## src/rtl/qk_vector_streamer.sv

```systemverilog
// qk_vector_streamer: producer side of the dot_product Q/K handshake.
// For each query row it reads one Q vector from the Q tile buffer and presents it.
// It then streams all NUM_K key vectors of that row from the K tile buffer,
// through a 2-entry K FIFO.
// Optional build macro QK_STREAM_PERF_EN adds the k_stall_cnt output, which counts
// cycles where K is offered but not accepted.
//
// state      | meaning
// S_IDLE     | waiting for start
// S_LOAD_Q   | Q buffer read strobe for the current row
// S_Q_WAIT   | capture Q read data, then hold q_out until the consumer accepts it
// S_STREAM_K | stream the row's K vectors out of the FIFO
// S_DONE     | one-cycle done pulse, then back to idle
module qk_vector_streamer #(
    parameter int NUM_Q             = 4,
    parameter int NUM_K             = 8,
    parameter int MAX_EMBEDDING_DIM = 4,
    parameter int INTEGER_WIDTH     = 8,
    parameter int Q_ADDR_W          = (NUM_Q > 1) ? $clog2(NUM_Q) : 1,
    parameter int K_ADDR_W          = (NUM_K > 1) ? $clog2(NUM_K) : 1,
    parameter int VEC_W             = MAX_EMBEDDING_DIM * INTEGER_WIDTH
) (
    input  logic                clk,
    input  logic                rst,
    input  logic                start,
    output logic                busy,
    output logic                done,
    output logic                q_rd_en,
    output logic [Q_ADDR_W-1:0] q_rd_addr,
    input  logic [VEC_W-1:0]    q_rd_data,
    output logic                k_rd_en,
    output logic [K_ADDR_W-1:0] k_rd_addr,
    input  logic [VEC_W-1:0]    k_rd_data,
    output logic                Q_vld_out,
    input  logic                Q_rdy_in,
    output logic [VEC_W-1:0]    q_out,
    output logic                K_vld_out,
    input  logic                K_rdy_in,
    output logic [VEC_W-1:0]    k_out
`ifdef QK_STREAM_PERF_EN
    ,
    output logic [31:0]         k_stall_cnt
`endif
);

    typedef enum logic [2:0] {S_IDLE, S_LOAD_Q, S_Q_WAIT, S_STREAM_K, S_DONE} state_t;

    localparam logic [Q_ADDR_W-1:0] LAST_Q = Q_ADDR_W'(NUM_Q - 1);
    localparam logic [K_ADDR_W-1:0] LAST_K = K_ADDR_W'(NUM_K - 1);

    state_t                r_state;
    logic                  r_busy, r_done, r_q_rd_en, r_q_vld;
    logic [Q_ADDR_W-1:0]   r_q_row;
    logic [VEC_W-1:0]      r_q_out;
    logic [K_ADDR_W-1:0]   r_k_idx, r_k_acc;
    logic                  r_k_all, r_k_pend;
    logic [1:0]            r_k_cnt;
    logic [VEC_W-1:0]      r_kf0, r_kf1;

    logic                  w_q_xfer, w_row_open, w_k_vld, w_k_pop, w_k_last;
    logic                  w_k_fetch_st, w_k_room, w_k_issue;
    logic [2:0]            w_k_occ;

    // K may go valid in the same cycle the row's Q is accepted, never earlier.
    assign w_q_xfer     = r_q_vld && Q_rdy_in;
    assign w_row_open   = (r_state == S_STREAM_K) || ((r_state == S_Q_WAIT) && w_q_xfer);
    assign w_k_vld      = (r_k_cnt != 2'd0) && w_row_open;
    assign w_k_pop      = w_k_vld && K_rdy_in;
    assign w_k_last     = w_k_pop && (r_k_acc == LAST_K);

    // Entries held plus the read returning this cycle; a pop frees a slot in time
    // for a read issued now, which is what sustains one K per cycle.
    assign w_k_occ      = {1'b0, r_k_cnt} + {2'b00, r_k_pend};
    assign w_k_room     = (w_k_occ < 3'd2) || (w_k_pop && (w_k_occ == 3'd2));
    assign w_k_fetch_st = (r_state == S_LOAD_Q) || (r_state == S_Q_WAIT) || (r_state == S_STREAM_K);
    assign w_k_issue    = w_k_fetch_st && !r_k_all && w_k_room;

    // Row/tile sequencing, Q read and Q output register.
    always_ff @(posedge clk or posedge rst) begin
        if (rst) begin
            r_state   <= S_IDLE;
            r_busy    <= 1'b0;
            r_done    <= 1'b0;
            r_q_rd_en <= 1'b0;
            r_q_vld   <= 1'b0;
            r_q_row   <= '0;
            r_q_out   <= '0;
        end else begin
            r_done    <= 1'b0;
            r_q_rd_en <= 1'b0;
            case (r_state)
                S_IDLE: begin
                    if (start) begin
                        r_state   <= S_LOAD_Q;
                        r_busy    <= 1'b1;
                        r_q_row   <= '0;
                        r_q_rd_en <= 1'b1;
                    end
                end
                S_LOAD_Q: r_state <= S_Q_WAIT;
                S_Q_WAIT: begin
                    if (!r_q_vld) begin
                        r_q_out <= q_rd_data;
                        r_q_vld <= 1'b1;
                    end else if (w_q_xfer) begin
                        r_q_vld <= 1'b0;
                        r_state <= S_STREAM_K;
                    end
                end
                S_STREAM_K: ;
                S_DONE:   r_state <= S_IDLE;
                default:  r_state <= S_IDLE;
            endcase
            // Last K of a row accepted: next row or finish (may happen in Q_WAIT when NUM_K=1).
            if (w_k_last) begin
                if (r_q_row == LAST_Q) begin
                    r_state <= S_DONE;
                    r_done  <= 1'b1;
                    r_busy  <= 1'b0;
                end else begin
                    r_state   <= S_LOAD_Q;
                    r_q_row   <= r_q_row + 1'b1;
                    r_q_rd_en <= 1'b1;
                end
            end
        end
    end

    // K read issue, accept counting and the 2-entry K FIFO (head in r_kf0).
    always_ff @(posedge clk or posedge rst) begin
        if (rst) begin
            r_k_idx  <= '0;
            r_k_acc  <= '0;
            r_k_all  <= 1'b0;
            r_k_pend <= 1'b0;
            r_k_cnt  <= 2'd0;
            r_kf0    <= '0;
            r_kf1    <= '0;
        end else begin
            r_k_pend <= w_k_issue;
            if (w_k_issue)
                r_k_idx <= (r_k_idx == LAST_K) ? '0 : r_k_idx + 1'b1;
            if (w_k_last)
                r_k_all <= 1'b0;
            else if (w_k_issue && (r_k_idx == LAST_K))
                r_k_all <= 1'b1;
            if (w_k_pop)
                r_k_acc <= w_k_last ? '0 : r_k_acc + 1'b1;
            case ({r_k_pend, w_k_pop})
                2'b10: begin
                    if (r_k_cnt == 2'd0) r_kf0 <= k_rd_data;
                    else                 r_kf1 <= k_rd_data;
                    r_k_cnt <= r_k_cnt + 2'd1;
                end
                2'b01: begin
                    r_kf0   <= r_kf1;
                    r_k_cnt <= r_k_cnt - 2'd1;
                end
                2'b11: begin
                    if (r_k_cnt == 2'd1) begin
                        r_kf0 <= k_rd_data;
                    end else begin
                        r_kf0 <= r_kf1;
                        r_kf1 <= k_rd_data;
                    end
                end
                default: ;
            endcase
        end
    end

`ifdef QK_STREAM_PERF_EN
    // Saturating count of K stall cycles, restarted by each accepted start.
    always_ff @(posedge clk or posedge rst) begin
        if (rst)
            k_stall_cnt <= '0;
        else if ((r_state == S_IDLE) && start)
            k_stall_cnt <= '0;
        else if (w_k_vld && !K_rdy_in && (k_stall_cnt != 32'hFFFF_FFFF))
            k_stall_cnt <= k_stall_cnt + 32'd1;
    end
`endif

    assign busy      = r_busy;
    assign done      = r_done;
    assign q_rd_en   = r_q_rd_en;
    assign q_rd_addr = r_q_row;
    assign k_rd_en   = w_k_issue;
    assign k_rd_addr = r_k_idx;
    assign Q_vld_out = r_q_vld;
    assign q_out     = r_q_out;
    assign K_vld_out = w_k_vld;
    assign k_out     = r_kf0;

endmodule

```

## config.mk

```make
export PLATFORM = sky130hd
export DESIGN_NAME = qk_vector_streamer
export DESIGN_NICKNAME = d
export VERILOG_FILES = /design/src/rtl/qk_vector_streamer.sv
export SDC_FILE = /design/constraint.sdc
export NUM_CORES = 1
export LEC_CHECK = 0
export CAP_MARGIN = 0
export CORE_MARGIN = 5
export CORE_UTILIZATION = 25
export CTS_BUF_LIST = sky130_fd_sc_hd__clkbuf_16
export DETAILED_ROUTE_END_ITERATION = 6
export HOLD_SLACK_MARGIN = 0.1
export PLACE_DENSITY_LB_ADDON = 0.12
export SLEW_MARGIN = 30
export SYNTH_ARGS = -nofsm -noshare
export SYNTH_HDL_FRONTEND = slang
export SYNTH_SLANG_ARGS = --single-unit
```

## constraint.sdc

```tcl
create_clock -name clk -period 4.9 [get_ports clk]
set_input_delay 1.47 -clock clk [delete_from_list [all_inputs] [get_ports clk]]
set_output_delay 1.47 -clock clk [all_outputs]
set_load 0.005 [all_outputs]
```

==> flow_summary.ini <==
[cts]
postCtsSetupBuffers = 0
cts_tree = built
cts_made_buffers = 17
postCtsHoldBufs = 0
cts_root_buf = clkbuf_16
h-tree-depth = 4
clock-sinks = 115
clock_path_buffers = 2
cts_resized = 0
clock_latency_ps = 410
clkTransAtPathRegs_ps = 50

[synth]
synth_edf_count = 0
syn_area_sq_um = 4780
synthCells = 371
ys_ff_latch = 115
yosysSeqAreaShare_pct = 60.3
synthArstFlopShare_pct = 100
synth_nets = 454
postSynthAreaPerCell_sq_um = 12.9
ys.flop_type = dfrtp_1
synth.distinct_cells = 31
yosys_warnings = 0

[critical_path]
crit_path_end = k_rd_en
arrival_ps = 3260
worstPathMaxFanout = 4
worstSetupStartpointType = input pin
crit_required_ps = 3430
cp-end-kind = primary output
path_class = input pin to primary output
timing.rr.end = r_kf1[31]$_DFFE_PP0P_
r2r_slack_ps = 1950
startpoint = K_rdy_in
rr_startpoint = r_k_cnt[0]$_DFFE_PP0P_
reg2regPathDepth = 9

[sta]
tns_ps = 0
max_freq_mhz = 211
tightest_slew_ps = 747
grt_setup_unrepaired = no
setup_ws_ps = 167
fin_crit_sh_pct = 96.6
skew_ps = 7.51
layout_min_cycle_time_ps = 4730
slew_violations = 0
finalHoldViolCount = 0
setup-violations-final = 0
maxSlewHeadroom_pct = 50.2

[run_status]
status = finished clean

[route]
wl_per_cell_um = 15.8
drt_pass1_iterations = 4
vias = 3433
first_iter_violations = 115
routed_via_density = 4.47
postRouteAntennaNets = 0
wl_um = 12100
drc = 0

[final_layout]
area_growth_pct = 49.1
final_common_cell = clkdlybuf4s50_1
most-common-layout-cells = clkdlybuf4s50_1, dfrtp_1, mux2_2
diodes = 0
final_nets = 606
final_core_util_pct = 37.9
drive_above_1_share_pct = 20.8

[grt]
grt_pass1_vias = 3723
grt_usage_pct = 11.5
grt_pass1_wl_um = 20000
top_usage_layer = met2
grt_start_max_net_pins = 61
gr-total-overflow = 0
grt_util_met2_pct = 17.2
use_met1_pct = 15.3
antenna_found_initial = 0
grt.met3_usage_pct = 4.72

[power]
power.leakage_uw = 0.00298
irDropWorstVdd_v = 0.000352
powerDensity_nw_per_um2 = 696

[placed_design]
dp_hpwl_um = 8340
pre_cts_ws_ps = 149
gp_congestion = 0.694
port_buffers = 143

[floorplan]
die_h_um = 148
placementRows = 50
core_sq_um = 18800
ioPinCount = 144
die_width_um = 148
initial_utilization_pct = 25.4
dieArea_sq_um = 22000

[worst_hold_path]
hold_path_class = register to register

[job]
maxCapViolCount = 0
==> worst max-delay path, stage by stage <==
cell and delay, ps:
clkdlybuf4s50_1 460, and4bb_1 230, a31oi_1 120, or3_4 390
inv_1 90, clkdlybuf4s50_1 500
==> synthesized netlist by cell type (all sizes together) (2+ instances only) <==
cell,instances,area (sq um)
nor2,38,143
or3,2,17.5
dfrtp,115,2880
a22oi,32,240
and3,2,12.5
mux2i,3,30.0
nor3b,2,15.0
nand2,7,26.3
clkbuf,10,37.5
a21oi,37,185
o21ai,3,15.0
ha,14,175
mux2,70,800
buf,9,45.0
a21o,2,15.0
inv,12,45.0
==> cell families (layout without fill, tap and decap cells) <==
group / Yosys count / count (layout) / synth area share (%)
DFF: 115 / 115 / 60.3
AOI/OAI and AO/OA: 79 / 79 / 10.3
muxes: 73 / 73 / 17.4
and+or+nand+nor: 57 / 57 / 5.37
buffers and inverters: 31 / 194 / 2.67
adders and majority gates: 14 / 14 / 3.67
xor gates and xnor gates: 2 / 2 / 0.367
==> sequential cells by signal, indices dropped and copies added (netlist names) <==
name       count
Q_vld_out      1
busy           1
done           1
k_out         32
k_rd_addr      3
q_out         32
q_rd_addr      2
q_rd_en        1
r_k_acc        3
r_k_all        1
r_k_cnt        2
r_k_pend       1
r_kf1         32
r_state        3
==> per-layer routing <==
layer | part of all wire [%] | wire length, um
met3 | 6.9 | 839
met1 | 49 | 5890
met2 | 44 | 5290
met4 | 0.78 | 95
met5 | 0 | 0
==> stage by stage <==
stage	total power [uW]	cells	area, sq um	hold WS (ps)
after floorplan	2760	371	4780	465
after global placement	3760	738	6550	479
after detailed placement	3810	738	6550	485
after CTS	5060	768	7120	498
after global routing	5330	768	7120	516
final	4950	768	7120	502
==> power by group <==
group          leakage (uW)  total, uW  internal, uW  switching (uW)
combinational       0.00136       2050          1210             837
sequential          0.00135       1700          1430             264
clock              0.000274       1210           783             424
==> how the worst min path moves through the flow <==
stage,from,to,slack [ps],cells past startpoint
2_1_floorplan,r_k_all$_DFFE_PP0P_,r_k_all$_DFFE_PP0P_,470,1
3_3_place_gp,r_k_all$_DFFE_PP0P_,r_k_all$_DFFE_PP0P_,480,1
3_5_place_dp,r_k_all$_DFFE_PP0P_,r_k_all$_DFFE_PP0P_,490,1
4_1_cts,r_k_all$_DFFE_PP0P_,r_k_all$_DFFE_PP0P_,500,1
5_1_grt,r_kf1[30]$_DFFE_PP0P_,r_kf1[30]$_DFFE_PP0P_,520,1
6_report,r_k_all$_DFFE_PP0P_,r_k_all$_DFFE_PP0P_,500,1
==> layout make-up <==
| class | count | area, sq um |
|---|---|---|
| Fill cell | 1799 | 11600 |
| Sequential cell | 115 | 2880 |
| Multi-Input combinational cell | 225 | 1810 |
| Timing Repair Buffer | 152 | 1520 |
| Clock buffer | 17 | 425 |
| Tap cell | 234 | 293 |
| Clock inverter | 13 | 144 |
| Inverter | 12 | 47.5 |
Note: power is estimated with default switching activity, not from simulation.
